## src/rtl/pfu_pkg.sv

```systemverilog
// Shared definitions for pipelined_functional_unit: opcodes, per-opcode
// latency, width-generic result computation and the slot state encoding.
// Optional macro PFU_EXT_OPS_EN makes AND/SLL/SRL/SUB legal opcodes.
package pfu_pkg;

  localparam logic [3:0] OP_NONE = 4'b0000;
  localparam logic [3:0] OP_OR   = 4'b0001;
  localparam logic [3:0] OP_ADD  = 4'b0010;
  localparam logic [3:0] OP_XOR  = 4'b0011;
  localparam logic [3:0] OP_SLL  = 4'b0100;
  localparam logic [3:0] OP_SRL  = 4'b0101;
  localparam logic [3:0] OP_AND  = 4'b0111;
  localparam logic [3:0] OP_SUB  = 4'b1010;
  localparam logic [3:0] OP_SRA  = 4'b1011;
  localparam logic [3:0] OP_PASS = 4'b1111;

  // Widest datapath the compute function supports; callers truncate.
  localparam int MAX_DATA_W = 64;
  localparam int LAT_W      = 3;

  typedef enum logic [1:0] {
    SLOT_FREE = 2'd0,
    SLOT_WAIT = 2'd1,
    SLOT_DONE = 2'd2
  } slot_state_e;

  function automatic logic op_legal(input logic [3:0] op);
    case (op)
      OP_NONE, OP_OR, OP_ADD, OP_XOR, OP_SRA, OP_PASS: return 1'b1;
`ifdef PFU_EXT_OPS_EN
      OP_AND, OP_SLL, OP_SRL, OP_SUB:                  return 1'b1;
`endif
      default:                                         return 1'b0;
    endcase
  endfunction

  function automatic logic [LAT_W-1:0] op_latency(input logic [3:0] op);
    case (op)
      OP_OR, OP_XOR, OP_AND: return LAT_W'(1);
      OP_ADD, OP_SUB:        return LAT_W'(2);
      OP_SLL, OP_SRL:        return LAT_W'(3);
      OP_SRA:                return LAT_W'(4);
      default:               return LAT_W'(0);
    endcase
  endfunction

  // Operands arrive zero-extended to MAX_DATA_W; data_w is the real width.
  function automatic logic [MAX_DATA_W-1:0] op_compute(
    input logic [3:0]            op,
    input logic [MAX_DATA_W-1:0] lhs,
    input logic [MAX_DATA_W-1:0] rhs,
    input int                    data_w
  );
    logic [MAX_DATA_W-1:0]        one;
    logic [MAX_DATA_W-1:0]        mask;
    logic [MAX_DATA_W-1:0]        amt_mask;
    logic signed [MAX_DATA_W-1:0] lhs_s;
    logic [5:0]                   shamt;
    logic [MAX_DATA_W-1:0]        r;
    one      = {{(MAX_DATA_W-1){1'b0}}, 1'b1};
    mask     = (one << data_w) - one;
    amt_mask = MAX_DATA_W'(data_w - 1);
    shamt    = 6'(rhs & amt_mask);
    // Sign-extend lhs from bit data_w-1 so >>> replicates the real sign.
    lhs_s    = (|(lhs & (one << (data_w - 1)))) ? (lhs | ~mask) : lhs;
    case (op)
      OP_OR:   r = lhs | rhs;
      OP_ADD:  r = lhs + rhs;
      OP_XOR:  r = lhs ^ rhs;
      OP_AND:  r = lhs & rhs;
      OP_SUB:  r = lhs - rhs;
      OP_SLL:  r = lhs << shamt;
      OP_SRL:  r = lhs >> shamt;
      OP_SRA:  r = lhs_s >>> shamt;
      OP_PASS: r = rhs;
      default: r = '1;
    endcase
    return r & mask;
  endfunction

endpackage

```

## src/rtl/pfu_if.sv

```systemverilog
// Dispatch-side issue port plus the wakeup and LSQ result buses of
// pipelined_functional_unit. master = dispatch/consumers, slave = the unit.
interface pfu_if #(
  parameter int DATA_W = 32,
  parameter int TAG_W  = 6,
  parameter int ROB_W  = 6,
  parameter int DEPTH  = 4
);
  localparam int OCC_W = $clog2(DEPTH) + 1;

  logic              flush;
  logic              issue_valid;
  logic              issue_ready;
  logic [3:0]        alu_control;
  logic              alu_src;
  logic              is_for_lsq;
  logic [DATA_W-1:0] imm;
  logic [DATA_W-1:0] rs1_value;
  logic [DATA_W-1:0] rs2_value;
  logic [TAG_W-1:0]  tag_to_output;
  logic [ROB_W-1:0]  rob_index;
  logic              illegal_op;
  logic [OCC_W-1:0]  occupancy;

  logic              wakeup_valid;
  logic              wakeup_ready;
  logic [TAG_W-1:0]  wakeup_tag;
  logic [ROB_W-1:0]  wakeup_rob_index;
  logic [DATA_W-1:0] wakeup_value;

  logic              lsq_valid;
  logic              lsq_ready;
  logic [ROB_W-1:0]  lsq_rob_index;
  logic [DATA_W-1:0] lsq_value;

  modport master (
    output flush, issue_valid, alu_control, alu_src, is_for_lsq, imm,
           rs1_value, rs2_value, tag_to_output, rob_index,
           wakeup_ready, lsq_ready,
    input  issue_ready, illegal_op, occupancy,
           wakeup_valid, wakeup_tag, wakeup_rob_index, wakeup_value,
           lsq_valid, lsq_rob_index, lsq_value
  );

  modport slave (
    input  flush, issue_valid, alu_control, alu_src, is_for_lsq, imm,
           rs1_value, rs2_value, tag_to_output, rob_index,
           wakeup_ready, lsq_ready,
    output issue_ready, illegal_op, occupancy,
           wakeup_valid, wakeup_tag, wakeup_rob_index, wakeup_value,
           lsq_valid, lsq_rob_index, lsq_value
  );
endinterface

```

## src/rtl/pfu_oldest_select.sv

```systemverilog
// Oldest-first picker: older[i][j]=1 means slot i was accepted before slot j.
// Grants the requester that is older than every other requester (one-hot).
module pfu_oldest_select #(
  parameter int DEPTH = 4
) (
  input  logic [DEPTH-1:0]            req,
  input  logic [DEPTH-1:0][DEPTH-1:0] older,
  output logic [DEPTH-1:0]            grant
);

  // A request wins unless some other requester is older than it.
  always_comb begin
    // NOTE: every bit gets a value before the loop, so no latch can be inferred.
    grant = req;
    for (int i = 0; i < DEPTH; i++) begin
      for (int j = 0; j < DEPTH; j++) begin
        if (j != i && req[j] && !older[i][j]) grant[i] = 1'b0;
      end
    end
  end

endmodule

```

## src/rtl/pipelined_functional_unit.sv

```systemverilog
// Multi-slot ALU functional unit: DEPTH in-flight ops with per-opcode
// latency, oldest-first retirement onto the wakeup and LSQ buses.
// Optional macro PFU_EXT_OPS_EN (see pfu_pkg) enables AND/SLL/SRL/SUB.
module pipelined_functional_unit
  import pfu_pkg::*;
#(
  parameter int DATA_W = 32,
  parameter int TAG_W  = 6,
  parameter int ROB_W  = 6,
  parameter int DEPTH  = 4
) (
  input  logic clk,
  input  logic reset_n,
  pfu_if.slave bus
);

  localparam int IDX_W = (DEPTH > 1) ? $clog2(DEPTH) : 1;
  localparam int OCC_W = $clog2(DEPTH) + 1;

  slot_state_e                state [DEPTH];
  logic [LAT_W-1:0]           count [DEPTH];
  logic [DATA_W-1:0]          value [DEPTH];
  logic [TAG_W-1:0]           tag   [DEPTH];
  logic [ROB_W-1:0]           rob   [DEPTH];
  logic [DEPTH-1:0]           to_lsq;
  logic [DEPTH-1:0][DEPTH-1:0] older;
  logic                       illegal_q;
  logic                       lock_w, lock_l;
  logic [DEPTH-1:0]           lock_w_sel, lock_l_sel;

  logic [OCC_W-1:0]  occ;
  logic [IDX_W-1:0]  free_idx;
  logic              op_ok, accept, illegal_hit;
  logic [DATA_W-1:0] rhs, result;
  logic [LAT_W-1:0]  lat;
  logic [DEPTH-1:0]  done_vec, pick_w, pick_l, sel_w, sel_l;
  logic              hs_w, hs_l;
  logic [DATA_W-1:0] w_value, l_value;
  logic [TAG_W-1:0]  w_tag;
  logic [ROB_W-1:0]  w_rob, l_rob;

  // Occupancy, lowest free slot and DONE vector from registered slot state.
  always_comb begin
    occ      = '0;
    free_idx = '0;
    done_vec = '0;
    for (int i = DEPTH - 1; i >= 0; i--) begin
      if (state[i] != SLOT_FREE) occ = occ + OCC_W'(1);
      else                       free_idx = IDX_W'(i);
      done_vec[i] = (state[i] == SLOT_DONE);
    end
  end

  assign bus.occupancy   = occ;
  assign bus.issue_ready = reset_n && (occ != OCC_W'(DEPTH));
  assign bus.illegal_op  = illegal_q;

  assign op_ok       = op_legal(bus.alu_control);
  assign accept      = bus.issue_valid && bus.issue_ready && !bus.flush && op_ok;
  assign illegal_hit = bus.issue_valid && bus.issue_ready && !bus.flush && !op_ok;
  assign rhs         = bus.alu_src ? bus.imm : bus.rs2_value;
  assign lat         = op_latency(bus.alu_control);
  assign result      = DATA_W'(op_compute(bus.alu_control, MAX_DATA_W'(bus.rs1_value),
                                          MAX_DATA_W'(rhs), DATA_W));

  pfu_oldest_select #(.DEPTH(DEPTH)) u_sel_wakeup (
    .req   (done_vec & ~to_lsq),
    .older (older),
    .grant (pick_w)
  );

  pfu_oldest_select #(.DEPTH(DEPTH)) u_sel_lsq (
    .req   (done_vec & to_lsq),
    .older (older),
    .grant (pick_l)
  );

  // A stalled offer stays locked so the bus never switches slot mid-offer.
  assign sel_w = lock_w ? lock_w_sel : pick_w;
  assign sel_l = lock_l ? lock_l_sel : pick_l;

  assign bus.wakeup_valid = reset_n && !bus.flush && (|sel_w);
  assign bus.lsq_valid    = reset_n && !bus.flush && (|sel_l);
  assign hs_w             = bus.wakeup_valid && bus.wakeup_ready;
  assign hs_l             = bus.lsq_valid && bus.lsq_ready;

  // One-hot output mux for each bus.
  always_comb begin
    w_value = '0;
    w_tag   = '0;
    w_rob   = '0;
    l_value = '0;
    l_rob   = '0;
    for (int i = 0; i < DEPTH; i++) begin
      if (sel_w[i]) begin
        w_value = w_value | value[i];
        w_tag   = w_tag | tag[i];
        w_rob   = w_rob | rob[i];
      end
      if (sel_l[i]) begin
        l_value = l_value | value[i];
        l_rob   = l_rob | rob[i];
      end
    end
  end

  assign bus.wakeup_value     = bus.wakeup_valid ? w_value : '0;
  assign bus.wakeup_tag       = bus.wakeup_valid ? w_tag   : '0;
  assign bus.wakeup_rob_index = bus.wakeup_valid ? w_rob   : '0;
  assign bus.lsq_value        = bus.lsq_valid    ? l_value : '0;
  assign bus.lsq_rob_index    = bus.lsq_valid    ? l_rob   : '0;

  // Slot state machines, output locks and the illegal-op pulse.
  always_ff @(posedge clk) begin
    // NOTE: sequential state uses <= only, so every block sees pre-edge values.
    if (!reset_n || bus.flush) begin
      for (int i = 0; i < DEPTH; i++) begin
        state[i] <= SLOT_FREE;
        count[i] <= '0;
      end
      illegal_q  <= 1'b0;
      lock_w     <= 1'b0;
      lock_l     <= 1'b0;
      lock_w_sel <= '0;
      lock_l_sel <= '0;
    end else begin
      illegal_q  <= illegal_hit;
      lock_w     <= bus.wakeup_valid && !bus.wakeup_ready;
      lock_l     <= bus.lsq_valid && !bus.lsq_ready;
      lock_w_sel <= sel_w;
      lock_l_sel <= sel_l;
      for (int i = 0; i < DEPTH; i++) begin
        case (state[i])
          SLOT_WAIT: begin
            if (count[i] <= LAT_W'(1)) state[i] <= SLOT_DONE;
            else                       count[i] <= count[i] - LAT_W'(1);
          end
          SLOT_DONE: begin
            if ((hs_w && sel_w[i]) || (hs_l && sel_l[i])) state[i] <= SLOT_FREE;
          end
          default: ;
        endcase
      end
      if (accept) begin
        state[free_idx] <= (lat == '0) ? SLOT_DONE : SLOT_WAIT;
        count[free_idx] <= lat;
      end
    end
  end

  // Slot payload and age matrix: the new entry is younger than everyone.
  always_ff @(posedge clk) begin
    // NOTE: payload is not reset; it is only read while its slot is non-FREE.
    if (accept) begin
      value[free_idx]  <= result;
      tag[free_idx]    <= bus.tag_to_output;
      rob[free_idx]    <= bus.rob_index;
      to_lsq[free_idx] <= bus.is_for_lsq;
      older[free_idx]  <= '0;
      for (int j = 0; j < DEPTH; j++) begin
        if (j != int'(free_idx)) older[j][free_idx] <= 1'b1;
      end
    end
  end

endmodule

```

## src/flat_wrapper.sv

```systemverilog
// flat-port wrapper written by rule: the top's interface ports become plain ports
module pipelined_functional_unit_flat import pfu_pkg::*;
#(
  parameter int DATA_W = 32,
  parameter int TAG_W  = 6,
  parameter int ROB_W  = 6,
  parameter int DEPTH  = 4
)
  (clk, reset_n, bus_flush, bus_issue_valid, bus_alu_control, bus_alu_src, bus_is_for_lsq, bus_imm, bus_rs1_value, bus_rs2_value, bus_tag_to_output, bus_rob_index, bus_wakeup_ready, bus_lsq_ready, bus_issue_ready, bus_illegal_op, bus_occupancy, bus_wakeup_valid, bus_wakeup_tag, bus_wakeup_rob_index, bus_wakeup_value, bus_lsq_valid, bus_lsq_rob_index, bus_lsq_value);
  pfu_if #(.DATA_W(DATA_W), .TAG_W(TAG_W), .ROB_W(ROB_W), .DEPTH(DEPTH)) bus_i ();
  input  logic clk;
  input  logic reset_n;
  input wire logic [$bits(bus_i.flush)-1:0] bus_flush;
  input wire logic [$bits(bus_i.issue_valid)-1:0] bus_issue_valid;
  input wire logic [$bits(bus_i.alu_control)-1:0] bus_alu_control;
  input wire logic [$bits(bus_i.alu_src)-1:0] bus_alu_src;
  input wire logic [$bits(bus_i.is_for_lsq)-1:0] bus_is_for_lsq;
  input wire logic [$bits(bus_i.imm)-1:0] bus_imm;
  input wire logic [$bits(bus_i.rs1_value)-1:0] bus_rs1_value;
  input wire logic [$bits(bus_i.rs2_value)-1:0] bus_rs2_value;
  input wire logic [$bits(bus_i.tag_to_output)-1:0] bus_tag_to_output;
  input wire logic [$bits(bus_i.rob_index)-1:0] bus_rob_index;
  input wire logic [$bits(bus_i.wakeup_ready)-1:0] bus_wakeup_ready;
  input wire logic [$bits(bus_i.lsq_ready)-1:0] bus_lsq_ready;
  output wire logic [$bits(bus_i.issue_ready)-1:0] bus_issue_ready;
  output wire logic [$bits(bus_i.illegal_op)-1:0] bus_illegal_op;
  output wire logic [$bits(bus_i.occupancy)-1:0] bus_occupancy;
  output wire logic [$bits(bus_i.wakeup_valid)-1:0] bus_wakeup_valid;
  output wire logic [$bits(bus_i.wakeup_tag)-1:0] bus_wakeup_tag;
  output wire logic [$bits(bus_i.wakeup_rob_index)-1:0] bus_wakeup_rob_index;
  output wire logic [$bits(bus_i.wakeup_value)-1:0] bus_wakeup_value;
  output wire logic [$bits(bus_i.lsq_valid)-1:0] bus_lsq_valid;
  output wire logic [$bits(bus_i.lsq_rob_index)-1:0] bus_lsq_rob_index;
  output wire logic [$bits(bus_i.lsq_value)-1:0] bus_lsq_value;
  assign bus_i.flush = bus_flush;
  assign bus_i.issue_valid = bus_issue_valid;
  assign bus_i.alu_control = bus_alu_control;
  assign bus_i.alu_src = bus_alu_src;
  assign bus_i.is_for_lsq = bus_is_for_lsq;
  assign bus_i.imm = bus_imm;
  assign bus_i.rs1_value = bus_rs1_value;
  assign bus_i.rs2_value = bus_rs2_value;
  assign bus_i.tag_to_output = bus_tag_to_output;
  assign bus_i.rob_index = bus_rob_index;
  assign bus_i.wakeup_ready = bus_wakeup_ready;
  assign bus_i.lsq_ready = bus_lsq_ready;
  assign bus_issue_ready = bus_i.issue_ready;
  assign bus_illegal_op = bus_i.illegal_op;
  assign bus_occupancy = bus_i.occupancy;
  assign bus_wakeup_valid = bus_i.wakeup_valid;
  assign bus_wakeup_tag = bus_i.wakeup_tag;
  assign bus_wakeup_rob_index = bus_i.wakeup_rob_index;
  assign bus_wakeup_value = bus_i.wakeup_value;
  assign bus_lsq_valid = bus_i.lsq_valid;
  assign bus_lsq_rob_index = bus_i.lsq_rob_index;
  assign bus_lsq_value = bus_i.lsq_value;
  pipelined_functional_unit #(.DATA_W(DATA_W), .TAG_W(TAG_W), .ROB_W(ROB_W), .DEPTH(DEPTH)) u_core (.clk(clk), .reset_n(reset_n), .bus(bus_i));
endmodule
```

## config.mk

```make
export PLATFORM = sky130hd
export DESIGN_NAME = pipelined_functional_unit_flat
export DESIGN_NICKNAME = d
export VERILOG_FILES = /design/src/rtl/pfu_pkg.sv /design/src/rtl/pfu_if.sv /design/src/rtl/pfu_oldest_select.sv /design/src/rtl/pipelined_functional_unit.sv /design/src/flat_wrapper.sv
export SDC_FILE = /design/constraint.sdc
export NUM_CORES = 1
export LEC_CHECK = 0
export CELL_PAD_IN_SITES_DETAIL_PLACEMENT = 1
export CELL_PAD_IN_SITES_GLOBAL_PLACEMENT = 2
export CORE_MARGIN = 2
export CORE_UTILIZATION = 36
export CTS_CLUSTER_SIZE = 16
export DETAILED_ROUTE_END_ITERATION = 12
export HOLD_SLACK_MARGIN = 0.05
export PLACE_DENSITY_LB_ADDON = 0.15
export SLEW_MARGIN = 20
export SYNTH_ARGS = -nofsm -noshare
export SYNTH_HDL_FRONTEND = slang
export SYNTH_SLANG_ARGS = --single-unit
```

## constraint.sdc

```tcl
create_clock -name clk -period 6.73 [get_ports clk]
set_clock_uncertainty 0.1 [all_clocks]
set_input_delay 1.6825 -clock clk [delete_from_list [all_inputs] [get_ports clk]]
set_output_delay 1.6825 -clock clk [all_outputs]
set_load 0.01 [all_outputs]
```

; Word-level counts from Yosys, hierarchy flattened
; Memories as Yosys holds them, arrays and structs flattened.
; Cells that the tools add are included.
[classes]
addsub = 9
order_cmp = 6
n_eq_ne = 21
shifts = 3
n_mux = 139
n_bitwise = 39
n_reduce_logical = 77
[ops]
columns = operator, count
row1 = $mux 32, 11
row2 = $pmux 32 s9, 1
row3 = $or 32x32->32, 7
row4 = $mux 6, 15
row5 = $mux 1, 81
row6 = $mux 64, 1
row7 = $sshr 64x5->32, 1
row8 = $or 6x6->6, 9
row9 = $logic_and 1x1->1, 45
row10 = $add 32x32->32, 1
row11 = $and 32x32->32, 1
row12 = $shl 32x5->32, 1
row13 = $shr 32x5->32, 1
row14 = $sub 32x32->32, 1
row15 = $xor 32x32->32, 1
row16 = $mux 4, 7
row17 = $mux 2, 13
row18 = $mux 3, 7
row19 = $logic_not 1->1, 17
row20 = $and 16x16->16, 1
row21 = $not 16->16, 1
row22 = $or 4x4->4, 4
row23 = $eq 4x3->1 const B, 3
row24 = $eq 4x4->1 const B, 3
row25 = 25 further kinds, 61
[word_totals]
regBits = 31
mem_bits_rw = 196
mem_bits_ro = 48
in_bits = 120
output_inout_bits = 89
wordCells = 310
n_memories = 6
[mem_list]
columns = memory, depth, width, read_ports, rd_ports_with_merged_regs, write_ports, line
row1 = u_core.value, 4, 32, 4, 0, 1, pipelined_functional_unit.sv:22  ; logic [DATA_W-1:0] value [DEPTH];
row2 = (name not given), 16, 3, 1, 0, 0, pfu_pkg.sv:38  ; case (op)
row3 = u_core.rob, 4, 6, 4, 0, 1, pipelined_functional_unit.sv:24  ; logic [ROB_W-1:0] rob [DEPTH];
row4 = u_core.tag, 4, 6, 4, 0, 1, pipelined_functional_unit.sv:23  ; logic [TAG_W-1:0] tag [DEPTH];
row5 = u_core.count, 4, 3, 4, 0, 5, pipelined_functional_unit.sv:21  ; logic [LAT_W-1:0] count [DEPTH];
row6 = u_core.state, 4, 2, 4, 0, 5, pipelined_functional_unit.sv:20  ; slot_state_e state [DEPTH];

; Logic depth before layout (Yosys ltp)
; Gate-level depths: netlist (run 1).
; An unclocked memory read counts as a cell.
[logic_depth]
word_depth = 18
depth_mapped = 22
depth_no_buf = 17

; Modules after synthesis
; A second synthesis (run 1) with hierarchy kept.
[hier_totals]
cells_unflattened = 1961
hier_area_um2 = 18367.6
[modules_own_cells]
columns = module, instances, cells_per_inst, area_each_um2, seq_area_each_um2
row1 = pipelined_functional_unit, 1, 1933, 18162.4, 6706.4
row2 = pfu_oldest_select, 2, 14, 102.6, 0.0

; Least setup slack after synthesis (run 1)
; OpenSTA, ideal clock, no wires.
[synth_timing]
path_kind = input -> register
start = input port bus_alu_src
end = memory u_core.value[0][31], data pin
setup_ns = 0.278
arrival_ns = 5.577
t_required_ns = 6.352
slack_ns = 0.775
cell_stages = 22
path_buffers = 5
cell_sequence = buf_6 > mux2i_1 > buf_4 > buf_2 > buf_1 > ha_1 > and4bb_1 > o21ai_1 > nor2_2 > nand2_1 > o31ai_1 > xnor2_1 > ha_1 > clkbuf_1 > a21oi_1 > o21ai_0 > nor2_1 > a21o_1 > o21ba_2 > a221oi_1 > xnor2_1 > o211ai_2
[synth_via]
elab_chain_cells = 3
elab_cells_between_ends = 10
cone_classes = add/sub: 2 / shift: 3 / mux: 2 / bitwise: 3
[synth_rtl]
columns = element, line
row1 = "start, declared", flat_wrapper.sv:16  ; input wire logic [$bits(bus_i.alu_src)-1:0] bus_alu_src;
row2 = $mux 32 *, pipelined_functional_unit.sv:61  ; assign rhs = bus.alu_src ? bus.imm : bus.rs2_value;
row3 = $sub 32x32->32 (tied with other cells), pfu_pkg.sv:71  ; OP_SUB: r = lhs - rhs;
row4 = $pmux 32 s9 *, pfu_pkg.sv:66  ; case (op)
row5 = net u_core.result[31], pipelined_functional_unit.sv:34  ; logic [DATA_W-1:0] rhs, result;
row6 = "end, declared", pipelined_functional_unit.sv:22
; The timed path passes the listed nets; every way through them passes the cells marked *.

; Worst setup path after layout (run 1)
[layout_timing]
start = input port bus_imm[1]
end = memory u_core.value[2][28], data pin
[layout_via]
elab_chain_cells = 3
elab_cells_between_ends = 7
cone_classes = add/sub: 2 / shift: 3 / mux: 2
[layout_rtl]
columns = element, line
row1 = "start, declared", flat_wrapper.sv:18  ; input wire logic [$bits(bus_i.imm)-1:0] bus_imm;
row2 = $mux 32 *, pipelined_functional_unit.sv:61
row3 = $sub 32x32->32 (tied with other cells), pfu_pkg.sv:71
row4 = $pmux 32 s9 *, pfu_pkg.sv:66
row5 = net u_core.result[28], pipelined_functional_unit.sv:34
; Marked as above.

==> flow_summary.json, run 1 <==
{
  "drtPass1Iterations": 5,
  "clockPowerShare_pct": 29.6,
  "synth.distinct_cells": 83,
  "postCtsHoldBufs": 0,
  "synth_flop_cell": "edfxtp_1",
  "regArea_um2": 6590,
  "power.density_nw_per_um2": 186,
  "critPathKind": "in -> reg",
  "grt_use_total_pct": 29.1,
  "die_w_um": 231,
  "power_leakage_nw": 8.12,
  "post_cts_buffers": 0,
  "reg2reg_depth": 11,
  "placed_area_um2": 21800,
  "pre_cts_ws_ps": 32.3,
  "ios": 209,
  "ir_drop_uv": 157,
  "ys_top_cells_by_count": "edfxtp_1, a22oi_1, a21oi_1",
  "die_area_um2": 53400,
  "synth_simple_gate_area_share_pct": 11.7,
  "ys_warn_count": 0,
  "layout-area-overhead-vs-synth_pct": 21.3,
  "synth-adder-area-share_pct": 7.46,
  "setup_tns_ps": 0,
  "wl_per_cell_um": 27.8,
  "start_util_pct": 36.3,
  "worstMarginPinSlew_ps": 1110,
  "die_h_um": 231,
  "root_buffer": "clkbuf_16",
  "synth_area_leaders": "edfxtp_1, mux2i_1, ha_1, a22oi_1, a21oi_1",
  "num_rows": 83,
  "grt_max_degree": 68,
  "fillers": 5826,
  "grt_pass1_vias": 18200,
  "syn_nets": 2228,
  "cts.sinks": 223,
  "yosysTopAreaCellShare_pct": 34.3,
  "power.share.sequential_pct": 37.7,
  "synth-edff-count": 212,
  "grt_pass1_wl_um": 118000,
  "instances_no_fill": 2876,
  "synth_top_family_by_area": "compound AO/OA/AOI/OAI gates",
  "finalHoldViolations": 0,
  "ys_seq_area_share_pct": 35.5,
  "r2r-end": "u_core.value[0][1]",
  "ctsResizeCount": 0,
  "p_total_mw": 4.18,
  "rsz0062_at_grt": "false",
  "maxCapViolations": 0,
  "p_switching_mw": 1.40,
  "max_freq_ghz": 0.160,
  "hold_path_class": "reg -> reg",
  "dp_hpwl_um": 59500,
  "reg2reg_from": "u_core.state[2][0]",
  "insertion_delay_ps": 520,
  "cts_buffer_depth": 3,
  "syn_area_um2": 18600,
  "synth_most_common_cell": "edfxtp_1",
  "hold_ws_ps": 525,
  "synth-xor-area-share_pct": 2.97,
  "synth_compound_area_share_pct": 26.1,
  "core_um2": 51100,
  "wl_um": 80000,
  "postSynthCellCount": 1998,
  "cts_max_level": 1,
  "ys_ff_latch": 223,
  "cts_tree": "yes",
  "end_kind": "flop",
  "cts_inserted_buffers": 23,
  "crit_arrival_ps": 6380,
  "synthMuxAreaShare_pct": 10.9,
  "postRouteAntennaNets": 0,
  "dp_cells": 2833,
  "routed_via_density": 6.23,
  "crit_path_start_kind": "input port",
  "yosysTopAreaCell": "edfxtp_1",
  "p_int_mw": 2.78,
  "crit_path_max_fanout": 8,
  "switching_share_pct": 33.6,
  "numPortBuffers": 208,
  "r2r_slack_ps": 2100,
  "drcViolationCount": 0,
  "relSlewSlack_pct": 25.2,
  "syn_area_per_cell_um2": 9.29,
  "async_flop_share_pct": 0,
  "pwr-share-comb_pct": 32.7,
  "gr-total-overflow": 0,
  "nNetsFinal": 2408,
  "drive_above_1_share_pct": 9.57,
  "globalplace.congestion": 0.934,
  "drt_iter0_drc": 1489,
  "post-route-util_pct": 44.1,
  "cts.reportedPaths.clkPinSlew_ps": 60,
  "maxSlewViolCount": 0,
  "startpoint": "bus_imm[1]",
  "endpoint": "u_core.value[2][28]",
  "period_minus_slack_ps": 6240,
  "vias": 17900,
  "multi_input_area_um2": 11100,
  "status": "finished, final reports clean",
  "finalCritPeriodShare_pct": 92.7,
  "worstPathRequired_ps": 6870,
  "setup_viol": 0,
  "setup_slack_ps": 491,
  "antenna_found_initial": 2,
  "fin_area_um2": 22500
}
sequential cells by signal, indices dropped and copies added (netlist names), named ones only:
name and count:
u_core.older 4, u_core.state 8, u_core.bus.illegal_op 1, u_core.rob 24, u_core.count 12, u_core.value 128, u_core.lock_l 1, u_core.to_lsq 4
u_core.tag 24, u_core.lock_w 1, u_core.lock_l_sel 4, u_core.lock_w_sel 4
worst min-delay path by stage:
stage | start | to | slack, ps | cells past startpoint
2_1_floorplan | u_core.older[6] | u_core.older[6] | 470 | 2
3_3_place_gp | u_core.lock_w_sel[3] | u_core.lock_w | 500 | 4
3_5_place_dp | u_core.count[0][0] | u_core.count[0][0] | 520 | 1
4_1_cts | u_core.count[0][0] | u_core.count[0][0] | 530 | 1
5_1_grt | u_core.count[3][0] | u_core.count[3][0] | 560 | 1
6_report | u_core.count[0][0] | u_core.count[0][0] | 530 | 1
metal layers:
layer	vias up	part of all wire (%)	GRT usage, %
li1	8052	-	-
met1	9118	43	37.9
met2	618	49	50.7
met3	119	4.7	2.35
met4	4	3.5	9.76
met5	-	0.034	0
power by group through the flow:
stage / clock network [mW] / logic (mW) / registers, mW
2_1_floorplan: 0 / 0.787 / 1.60
3_5_place_dp: 0 / 1.35 / 1.61
4_1_cts: 1.25 / 1.35 / 1.58
5_1_grt: 1.31 / 1.46 / 1.58
6_report: 1.24 / 1.37 / 1.58
3_3_place_gp: 0 / 1.33 / 1.61
logic make-up after synthesis:
| group | count (synthesis) |
|---|---|
| AO/OA/AOI/OAI | 723 |
| AND/OR/NAND/NOR | 460 |
| buffers and inverters | 243 |
| flip-flops | 223 |
| multiplexers | 177 |
| adder cells (fa/ha/maj) | 110 |
| XOR/XNOR | 62 |
cell usage in the layout (no fill, tap or decap), types with 18 or more instances in the layout:
cell,instances
a31oi_1,25
o211ai_1,31
clkbuf_16,23
nand3_1,31
o22ai_1,20
buf_4,92
nand2b_1,18
a22oi_1,177
nor3_1,28
inv_1,85
ha_1,109
a21oi_1,168
a211oi_1,24
edfxtp_1,212
o21ai_0,106
clkdlybuf4s50_1,207
xnor2_1,50
nand4_1,18
nand2_1,148
nor2_1,128
o31ai_1,23
mux2i_1,141
a21o_1,20
area by class of cell:
cell class | count | share of cell area [%]
timing repair buffer | 305 | 12.7
tap | 680 | 3.78
clock inverter | 14 | 0.556
clock buffer | 28 | 2.64
multi-input combinational | 1532 | 49.5
antenna | 1 | 0.0111
sequential | 223 | 29.3
inverter | 93 | 1.55
worst max-delay path: stages:
cell	delay, ps
clkdlybuf4s50_1	480
or4b_1	600
a222oi_1	260
buf_4	190
and3_2	230
inv_1	80
nor2_1	160
a41oi_1	160
xnor2_1	180
ha_1	410
a21o_1	230
a21o_1	170
a21oi_1	300
o21ai_0	180
a211oi_1	270
o31ai_1	160
xnor2_1	170
o21ai_0	450
No activity file was read; power rests on OpenSTA's default activity.
==> run 2, diff against run 1 <==
--- a/config.mk
+++ b/config.mk
@@ -11,6 +11,7 @@
 export CORE_UTILIZATION = 36
 export CTS_CLUSTER_SIZE = 16
 export DETAILED_ROUTE_END_ITERATION = 12
+export GPL_TIMING_DRIVEN = 0
 export HOLD_SLACK_MARGIN = 0.05
 export PLACE_DENSITY_LB_ADDON = 0.15
 export SLEW_MARGIN = 20
==> run 2 against run 1 <==
Register-to-register slack better by 680 ps. Utilization is 0.45 points higher. Wire length increased by 15%. Setup slack got worse by 260 ps. Sequential power is essentially flat. Clock power rose by 6%. Highest routed layer unchanged. First-iteration DRC count rose by 9.1%. Via count increased by 4.1%. Critical path type unchanged. Critical path depth grew 1. Die area unchanged. Fmax shrank 4.0%. Global-route usage grew 4.5 points.
==> flow_summary.json, run 2 (synthesis results as in run 1) <==
{
  "postCtsHoldBufs": 0,
  "grt_use_total_pct": 33.6,
  "core_um2": 51100,
  "cts_max_level": 1,
  "cts_tree": "yes",
  "final_cell_mix": "edfxtp_1, clkdlybuf4s50_1, a22oi_1, a21oi_1, nand2_1",
  "worstPathRequired_ps": 6790,
  "largest_reg_flops": 128,
  "gr-total-overflow": 0,
  "crit_path_max_fanout": 8,
  "setup_tns_ps": 0,
  "reg_top3": "u_core.value (128), u_core.rob (24), u_core.tag (24)",
  "use_met1_pct": 43.3,
  "busiest_layer": "met2",
  "routed_via_density": 6.34,
  "power_leakage_nw": 8.09,
  "grt_max_degree": 47,
  "cts_inserted_buffers": 21,
  "drt_iter0_drc": 1624,
  "crit_arrival_ps": 6560,
  "worstMarginPinSlew_ps": 1110,
  "globalplace.congestion": 0.992,
  "maxSlewViolCount": 0,
  "cts_buffer_depth": 3,
  "final_common_cell": "edfxtp_1",
  "end_kind": "flop",
  "rsz0062_at_grt": "false",
  "r2r_slack_ps": 2780,
  "ir_drop_uv": 147,
  "insertion_delay_ps": 500,
  "drive_above_1_share_pct": 8.41,
  "hold_path_end": "u_core.count[3][0]",
  "r2r-end": "u_core.value[2][8]",
  "cts.sinks": 223,
  "drtPass1Iterations": 8,
  "layout-area-overhead-vs-synth_pct": 22.6,
  "setup_slack_ps": 233,
  "met3_usage_pct": 2.73,
  "regArea_um2": 6590,
  "start_util_pct": 36.3,
  "placed_area_um2": 21800,
  "post-route-util_pct": 44.5,
  "power.density_nw_per_um2": 191,
  "die_w_um": 231,
  "nNetsFinal": 2474,
  "relSlewSlack_pct": 25.4,
  "period_minus_slack_ps": 6500,
  "diodes": 0,
  "die_h_um": 231,
  "setup_viol": 0,
  "postRouteAntennaNets": 0,
  "critPathKind": "in -> reg",
  "wl_um": 91700,
  "top_register": "u_core.value",
  "reg2reg_depth": 13,
  "numPortBuffers": 208,
  "dp_hpwl_um": 71400,
  "fin_area_um2": 22700,
  "finalCritPeriodShare_pct": 96.5,
  "crit_path_start_kind": "input port",
  "pre_cts_ws_ps": -2180,
  "multi_input_area_um2": 11200,
  "ios": 209,
  "fillers": 5859,
  "reg2reg_from": "u_core.state[2][0]",
  "root_buffer": "clkbuf_16",
  "grt_pass1_vias": 18800,
  "grt_use_met2_pct": 56.8,
  "hold_path_class": "reg -> reg",
  "finalHoldViolations": 0,
  "worstHoldStart": "u_core.count[3][0]",
  "status": "finished, final reports clean",
  "wl_per_cell_um": 31.2,
  "antenna_found_initial": 3,
  "max_freq_ghz": 0.154,
  "cts.reportedPaths.clkPinSlew_ps": 60,
  "hold_depth": 1,
  "vias": 18600,
  "num_rows": 83,
  "drcViolationCount": 0,
  "maxCapViolations": 0,
  "die_area_um2": 53400,
  "grt_pass1_wl_um": 132000
}
run 2: cell count changes in the layout (fill, tap and decap cells not counted), moves of 4 or more:
cell,previous run,this run
buf_12,5,0
o41ai_1,3,7
clkbuf_1,5,93
bufinv_16,2,6
clkbuf_2,0,5
o21ai_1,5,10
buf_8,0,8
buf_4,92,16
mux2i_2,0,5
buf_1,0,8
buf_2,1,27
o21ai_0,106,99
mux2i_1,141,137
run 2: critical path, stage by stage:
cell and delay [ps]:
clkdlybuf4s50_1 520, or4b_1 550, a222oi_1 260, buf_4 200, and3_2 260, inv_1 110
nor2_1 200, a41oi_1 180, xnor2_1 210, ha_1 250, clkbuf_1 240, a21o_1 240
a21o_1 170, a21oi_1 310, a21boi_0 230, a31oi_1 60, o31ai_1 120, xor2_1 460
o211ai_1 290
run 2: per-stage QoR:
step	total power [mW]	std cells	hold WS, ps
detailed placement	2.99	2902	518
global placement	2.96	2886	514
CTS	4.32	2938	539
floorplan	2.39	1998	471
finish	4.35	2939	537
global route	4.49	2939	561
run 2: area by class of cell:
cell class	count	share of cell area, %
multi-input cells	1532	49.1
flip-flops and latches	223	29.0
repair buffers	231	10.3
well taps	680	3.74
plain buffers	142	2.91
clock buffers	22	2.33
inverters	93	1.56
clock inverters	16	1.05
run 2: power breakdown:
group / leakage (nW) / internal (mW) / switching (mW)
Clock: 0.377 / 0.806 / 0.514
Sequential: 2.03 / 1.56 / 0.0123
Combinational: 5.68 / 0.488 / 0.960
run 2: repair_timing:
item                       CTS  global route
buffers inserted             5             2
gates resized for setup     33            19
pin swaps                    4             4
setup endpoints to repair  104            80
run 2: routing by layer:
layer / share of wire, % / up-vias
met5: 0.023 / -
met1: 42 / 9487
met2: 47 / 762
met4: 5.6 / 4
met3: 5.3 / 179
li1: - / 8207
run 2: worst max path at each step:
stage | startpoint | to | slack, ps | cells after the start
after floorplan | bus_alu_src | u_core.value[0][31] | 780 | 22
after global placement | bus_alu_control[0] | u_core.value[0][30] | -2120 | 16
after detailed placement | bus_alu_src | u_core.value[2][29] | -2180 | 21
after CTS | bus_alu_src | u_core.value[0][18] | 20 | 16
after global routing | bus_rs2_value[1] | u_core.value[3][30] | 100 | 19
final | bus_imm[2] | u_core.value[1][24] | 230 | 19
